File: src/rtl/uart_rx_pkg.sv
// Shared UART constants: oversampling ratio, mid-bit tick count and the
// derived counter width, plus a small helper for "last tick of a period".
package uart_rx_pkg;

   localparam int unsigned OVERSAMPLE = 16;
   localparam int unsigned MID_TICK   = 8;
   localparam int unsigned TICK_W     = $clog2(OVERSAMPLE);
   localparam int unsigned DATA_BITS  = 8;

   // True when a tick counter holds the final count of a period of 'period' ticks
   function automatic logic is_last_tick(input logic [TICK_W-1:0] cnt,
                                         input int unsigned       period);
      return cnt == TICK_W'(period - 1);
   endfunction

endpackage

File: src/rtl/uart_rx_sync.sv
// Multi-flop synchronizer for the asynchronous RxD pin. Resets to the idle
// (high) line level so no false start bit is seen coming out of reset.
module uart_sync
   import uart_rx_pkg::*;
#(
   parameter int SYNC_STAGES = 2
) (
   input  logic clk,
   input  logic rst,
   input  logic din,
   output logic dout
);

   logic [SYNC_STAGES-1:0] sync_q;
   logic [SYNC_STAGES-1:0] sync_d;

   // Shift the raw pin into the chain, oldest sample at the top
   always_comb begin
      sync_d = {sync_q[SYNC_STAGES-2:0], din};
   end

   // Synchronizer flops, reset to the idle-high level
   always_ff @(posedge clk) begin
      if (rst) sync_q <= '1;
      else     sync_q <= sync_d;
   end

   assign dout = sync_q[SYNC_STAGES-1];

endmodule

File: src/rtl/uart_rx.sv
// UART receiver: 8N1, 16x oversampling driven by uart_tick. Detects the start
// edge, confirms it at mid start bit, samples each data bit at its centre and
// checks the stop bit. Delivers bytes through a data_ready/rx_ack handshake
// with sticky overrun and a one-cycle frame_error pulse.
module uart_rx
   import uart_rx_pkg::*;
#(
   parameter int SYNC_STAGES = 2
) (
   input  logic       clk,
   input  logic       rst,
   input  logic       uart_tick,
   input  logic       RxD,
   input  logic       rx_ack,
   output logic [7:0] RxD_data,
   output logic       data_ready,
   output logic       frame_error,
   output logic       overrun
);

   typedef enum logic [2:0] {
      ST_IDLE,
      ST_START,
      ST_DATA,
      ST_STOP,
      ST_RECOVER
   } state_t;

   logic                 rxd_s;
   state_t               state_q,  state_d;
   logic [TICK_W-1:0]    cnt_q,    cnt_d;
   logic [2:0]           idx_q,    idx_d;
   logic [DATA_BITS-1:0] shreg_q,  shreg_d;
   logic [DATA_BITS-1:0] data_q,   data_d;
   logic                 rdy_q,    rdy_d;
   logic                 ferr_q,   ferr_d;
   logic                 ovr_q,    ovr_d;
   logic                 load;

   uart_sync #(.SYNC_STAGES(SYNC_STAGES)) u_sync (
      .clk  (clk),
      .rst  (rst),
      .din  (RxD),
      .dout (rxd_s)
   );

   // Frame FSM, tick/bit counters and the byte handshake outputs
   always_comb begin
      state_d = state_q;
      cnt_d   = cnt_q;
      idx_d   = idx_q;
      shreg_d = shreg_q;
      load    = 1'b0;
      ferr_d  = 1'b0;

      if (uart_tick) begin
         case (state_q)
            ST_IDLE: begin
               if (!rxd_s) begin
                  state_d = ST_START;
                  cnt_d   = '0;
               end
            end
            ST_START: begin
               cnt_d = cnt_q + 1'b1;
               if (is_last_tick(cnt_q, MID_TICK)) begin
                  if (!rxd_s) begin
                     state_d = ST_DATA;
                     cnt_d   = '0;
                     idx_d   = '0;
                  end else begin
                     state_d = ST_IDLE;
                  end
               end
            end
            ST_DATA: begin
               cnt_d = cnt_q + 1'b1;
               if (is_last_tick(cnt_q, OVERSAMPLE)) begin
                  shreg_d[idx_q] = rxd_s;
                  cnt_d          = '0;
                  if (idx_q == 3'(DATA_BITS - 1)) state_d = ST_STOP;
                  else                           idx_d   = idx_q + 1'b1;
               end
            end
            ST_STOP: begin
               cnt_d = cnt_q + 1'b1;
               if (is_last_tick(cnt_q, OVERSAMPLE)) begin
                  cnt_d = '0;
                  if (rxd_s) begin
                     load    = 1'b1;
                     state_d = ST_IDLE;
                  end else begin
                     ferr_d  = 1'b1;
                     state_d = ST_RECOVER;
                  end
               end
            end
            ST_RECOVER: begin
               // Wait out a break so a held-low line reports only once
               if (rxd_s) state_d = ST_IDLE;
            end
            default: state_d = ST_IDLE;
         endcase
      end

      // A load beats a simultaneous acknowledge; ack alone clears both flags
      data_d = load ? shreg_q : data_q;
      if (load) begin
         rdy_d = 1'b1;
         ovr_d = rx_ack ? 1'b0 : (ovr_q | rdy_q);
      end else if (rx_ack) begin
         rdy_d = 1'b0;
         ovr_d = 1'b0;
      end else begin
         rdy_d = rdy_q;
         ovr_d = ovr_q;
      end
   end

   // State and output registers
   always_ff @(posedge clk) begin
      if (rst) begin
         state_q <= ST_IDLE;
         cnt_q   <= '0;
         idx_q   <= '0;
         shreg_q <= '0;
         data_q  <= '0;
         rdy_q   <= 1'b0;
         ferr_q  <= 1'b0;
         ovr_q   <= 1'b0;
      end else begin
         state_q <= state_d;
         cnt_q   <= cnt_d;
         idx_q   <= idx_d;
         shreg_q <= shreg_d;
         data_q  <= data_d;
         rdy_q   <= rdy_d;
         ferr_q  <= ferr_d;
         ovr_q   <= ovr_d;
      end
   end

   assign RxD_data    = data_q;
   assign data_ready  = rdy_q;
   assign frame_error = ferr_q;
   assign overrun     = ovr_q;

endmodule
File: config.mk
export PLATFORM = sky130hd
export DESIGN_NAME = uart_rx
export DESIGN_NICKNAME = d
export VERILOG_FILES = /design/src/rtl/uart_rx_pkg.sv /design/src/rtl/uart_rx_sync.sv /design/src/rtl/uart_rx.sv
export SDC_FILE = /design/constraint.sdc
export NUM_CORES = 1
export LEC_CHECK = 0
export CAP_MARGIN = 10
export CORE_MARGIN = 10
export CORE_UTILIZATION = 40
export CTS_CLUSTER_SIZE = 12
export DETAILED_ROUTE_END_ITERATION = 7
export PLACE_DENSITY_LB_ADDON = 0.2
export SLEW_MARGIN = 20
export SYNTH_ARGS = -nofsm -noshare
export SYNTH_HDL_FRONTEND = slang
export SYNTH_SLANG_ARGS = --single-unit
File: constraint.sdc
create_clock -name clk -period 2.8 [get_ports clk]
set_input_delay 0.56 -clock clk [delete_from_list [all_inputs] [get_ports clk]]
set_output_delay 0.56 -clock clk [all_outputs]
set_load 0.05 [all_outputs]
Yosys cells after proc, flatten, opt, wreduce, memory -nomap -nowiden --
Cells that the tools add are included.
Storage, ports and cells: bits of input ports 5, bits in read-only memories 0, word-level logic and storage cells 74, register bits 31, output and inout port bits 11, memories 0, bits in latches 0, RAM bits 0
Cells by class: shift-type cells 0, magnitude comparators 2, bitwise logic cells 4, divide/modulo/power cells 0, multiplexer cells 31, $mul 0, reductions and logical operators 11, eq/ne operators 15, add/sub/neg operators 2
Operators by type and width (count):
- 3-bit two-way mux | 11
- 4-bit two-way mux | 4
- 3-bit one-hot mux with 5 select lines | 1
- 2-bit != test, second input constant | 7
- 4-bit one-hot mux with 3 select lines | 1
- 1-bit two-way mux | 10
- 8-bit bitwise mux | 1
- 7-bit AND reduction | 1
- 3-bit by 2-bit equality test with 1-bit output, second input constant | 2
- 3-bit equality test, second input constant | 2
- 3-bit one-hot mux with 2 select lines | 1
- 3-bit AND reduction | 2
- 6-bit AND reduction | 1
- 4-bit by 1-bit adder with 4-bit output, second input constant | 1
- 4-bit by 3-bit equality test with 1-bit output, second input constant | 1
- 4-bit equality test, second input constant | 1
- 3-bit by 4-bit < comparator with 1-bit output, second input constant | 1
- 2-bit nonzero test | 2
- 4-bit OR reduction | 1
- 3-bit by 1-bit adder with 3-bit output, second input constant | 1
- 1-bit demux with 3-bit select | 1
- 3-bit by 1-bit equality test with 1-bit output, second input constant | 1
- 3-bit by 1-bit >= comparator with 1-bit output, second input constant | 1
- 3-bit zero test | 1
- other kinds (7) | 9

Longest topological paths before layout --
depth after elaboration 5, gate-level depth with buffers 6, mapped depth without buffers 6

Modules after synthesis --
From an unflattened synthesis, not the netlist that was laid out.
Second synthesis, totals: cell total of the unflattened synthesis 158, area, all modules 1446.4 µm²
Modules (own cells, without submodules):
- uart_rx | sequential area each 580.6 µm², area each 1393.8 µm², times used 1, cells an instance 154
- uart_sync | sequential area each 40.0 µm², area each 52.6 µm², times used 1, cells an instance 4

Worst setup path before layout --
No wires, ideal clock.
path kind register to register, start point register cnt_q[0], end point register shreg_q[0], path slack 1291 ps, period minus slack after synthesis 1509 ps, buffers on the path 1, setup time 128 ps, data arrival time 1382 ps, data required time 2672 ps, stages on the path, launching flop included 7, path through dfxtp_1 ha_1 nand4b_4 buf_6 nor4b_2 mux2i_1 nor2_1
On the way: cells in the longest elaborated chain, start to end 2
RTL lines:
- from (decl) | line uart_rx.sv:31 | logic [TICK_W-1:0] cnt_q, cnt_d;
- from (signal assigned) | line uart_rx.sv:133 | cnt_q <= cnt_d;
- 4-bit equality test | line uart_rx_pkg.sv:13 | return cnt == TICK_W'(period - 1);
- 3-bit AND reduction (no source line)
- to (signal assigned) | line uart_rx.sv:135 | shreg_q <= shreg_d;
- to (decl) | line uart_rx.sv:33 | logic [DATA_BITS-1:0] shreg_q, shreg_d;
Every way passes these cells. A chain may end at the register's enable or synchronous reset.

Worst setup path after layout --
start point register rdy_q (netlist: data_ready), end point output port data_ready
RTL lines:
- from (decl) | line uart_rx.sv:35 | logic rdy_q, rdy_d;
- from (signal assigned) | line uart_rx.sv:137 | rdy_q <= rdy_d;
- to (decl) | line uart_rx.sv:16 | output logic data_ready,
No word-level cell between the ends.

==> results.cfg <==
[run_status]
status = completed

[logic_synthesis]
synth_compound_gate_area_share = 0.0946
syn_avg_cell_area_um2 = 9.34
syn_nets = 168
synthDistinctLibCells = 38
yosys-top-cells-area = dfxtp_1 (42%), mux2i_1 (13%), nor2_1 (6.3%)
synthesis.area_um2 = 1500
synth_seq_cells = 31
synth_top_area_frac = 0.415
synthAdderAreaFrac = 0.0251
muxShareOfSynthArea = 0.134
synth_top_family_by_area = simple AND/OR/NAND/NOR gates
ys_warn_count = 0
synth-xor-area-share = 0
ys_seq_area_frac = 0.415
yosysTopAreaCell = dfxtp_1
synthCells = 160
yosys.area_share.simple = 0.294

[routing]
drc = 0
firstDrtPassIters = 4
viasPerCell = 5.18
wl_per_cell_um = 13.1
drt_wl_total_um = 2930
dr_wl_met2_um = 1330
wl_met3_um = 198
drt-met1-wl_um = 1340
num_vias = 1161
top_layer_used = met4
drtIter0Drc = 68
detail-route-antenna-nets = 0

[critical_path]
start_kind = flop
slowest_stage = clkdlybuf4s50_1
critical_path.top_delay_family = buffers and inverters
r2r-start = state_q[1]$_SDFFE_PP0P_
r2r_cells = 5
path_cells = clkdlybuf4s50_1
crit_buf_inv = 1
path_class = flop to primary output
rr_endpoint = RxD_data[2]$_SDFFE_PP0P_
end_kind = primary output
regToRegSetupSlack_ns = 0.96
slowest_delay_ns = 0.82
arrival_ns = 1.45
cp.required_ns = 2.24
crit_path_max_fanout = 3

[global_routing]
grt_pass1_wl_um = 5060
antenna_found_initial = 0
track_usage = 0.0987
grt_start_max_net_pins = 32
grt_pass1_vias = 1076
grt_overflow = 0

[final_layout]
antenna_cells = 0
fin_nets = 183
drive_above_1_share = 0.125
area_delta_synth_final_pct = 17.7
final_area_um2 = 1760
layout_commonest_cell = dfxtp_1
layout_common_cells = dfxtp_1 (31), nor2_1 (25), mux2i_1 (20)

[clocking]
tritoncts = yes
post_cts_resized = 0
insertion_delay_ns = 0.29
cts_buffers = 5
clk_pin_slew_ns = 0.07
cts_sinks = 31
hold_buffers = 0
cts-root-buf = clkbuf_8
clk_path_buf_depth = 2
h-tree-depth = 2
post_cts.repair.setup_buffers = 0

[sta]
rsz0062_at_grt = no
hold_viol = 0
clock_skew_ns = 0.00711
clock.fmax_mhz = 496
min_period_ns = 2.01
finalMaxSlewViolations = 0
setup_tns_ns = 0
tightest_slew_ns = 0.534
relSlewSlack = 0.643
period_share = 0.719
setup_violations = 0

[worst_hold_path]
hold_start = u_sync.sync_q[0]$_SDFF_PP1_
hold_path_end = u_sync.sync_q[1]$_SDFF_PP1_
hp-class = flop to flop
whs_path_depth = 1

[floorplan]
num_rows = 22
core_area_um2 = 3630
dieHeight_um = 81.1
die_x_um = 81.1
initial_utilization = 0.412
io_pins = 16
die-area_um2 = 6580

[power_and_ir_drop]
seqPwrFrac = 0.534
p_leak_nw = 0.629
power_switching_mw = 0.219
power_frac_clock = 0.396
ir_drop_mv = 0.312
powerDensity_nw_per_um2 = 492
p_int_mw = 0.648
swShare = 0.252
power_frac_comb = 0.070

[flow_run]
max_cap_violations = 0

[placed_design]
finalWeightedCongestion = 0.756
post_dp_cell_area_um2 = 1670
dp_hpwl_um = 2070
numPortBuffers = 15
[power by group through the flow]
stage / sequential [mW] / clock, mW / combinational [mW]
floorplan: 0.462 / 0 / 0.0549
global placement: 0.473 / 0 / 0.0586
detailed placement: 0.473 / 0 / 0.0603
CTS: 0.463 / 0.359 / 0.0605
global route: 0.465 / 0.382 / 0.0666
finish: 0.463 / 0.343 / 0.0603
[routing by layer]
| layer | up-vias | track usage |
|---|---|---|
| met5 | - | 0 |
| met4 | 0 | 0.0571 |
| met3 | 6 | 0.0475 |
| met2 | 22 | 0.149 |
| met1 | 543 | 0.112 |
| li1 | 590 | - |
[worst reg2reg max path, cell delays in order (launching register included)]
cell and delay [ns]:
dfxtp_1 0.63, nand2_1 0.33, nor3_1 0.25, buf_4 0.24, mux2i_1 0.22, nor2_1 0.06
[kinds of logic after synthesis]
| group | after synthesis |
|---|---|
| buffers and inverters | 11 |
| adders and majority gates | 3 |
| DFF | 31 |
| muxes | 20 |
| AOI/OAI and AO/OA | 21 |
| and+or+nand+nor | 74 |
[Yosys cell counts, drive strengths merged]
cell and n:
a211oi 1, a21o 2, a21oi 7, a221oi 1, a22oi 1, a31oi 1
and2 1, buf 5, clkbuf 4, dfxtp 31, ha 3, inv 2
mux2i 20, nand2 13, nand2b 8, nand3 1, nand4 1, nand4b 3
nor2 25, nor2b 3, nor3 8, nor3b 2, nor4 4, nor4b 2
o211ai 1, o21ai 2, o21bai 1, o221ai 1, o22ai 2, o31a 1
or2 3
[worst max-delay path by stage]
stage | cells past startpoint | end | start
2_1_floorplan | 6 | shreg_q[0]$_SDFFE_PP0P_ | cnt_q[0]$_SDFFE_PP0P_
3_3_place_gp | 6 | RxD_data[1]$_SDFFE_PP0P_ | uart_tick
3_5_place_dp | 6 | RxD_data[2]$_SDFFE_PP0P_ | uart_tick
4_1_cts | 1 | data_ready | data_ready$_SDFFE_PP0P_
5_1_grt | 1 | data_ready | data_ready$_SDFFE_PP0P_
6_report | 1 | data_ready | data_ready$_SDFFE_PP0P_
[through the flow]
step / std cells / power (mW) / util / hold slack [ns] / setup slack [ns]
floorplan: 160 / 0.517 / - / 0.383 / 1.29
global placement: 216 / 0.531 / 0.460 / 0.397 / 0.619
detailed placement: 216 / 0.533 / 0.460 / 0.401 / 0.541
CTS: 224 / 0.883 / 0.485 / 0.418 / 0.763
global route: 224 / 0.914 / 0.485 / 0.426 / 0.718
finish: 224 / 0.867 / 0.485 / 0.410 / 0.786
[registers in the layout, indices dropped and copies added, names as in the netlist]
name	flops
RxD_data	8
shreg_q	8
cnt_q	4
idx_q	3
state_q	3
u_sync.sync_q	2
data_ready	1
frame_error	1
overrun	1
[cell type report]
type / count / area (um^2)
clock inverter: 3 / 20.0
tap: 48 / 60.1
timing repair buffer: 17 / 165
fill: 368 / 1870
sequential: 31 / 621
inverter: 2 / 7.51
multi-input combinational: 118 / 818
clock buffer: 5 / 68.8
(Power assumes the default switching activity.)
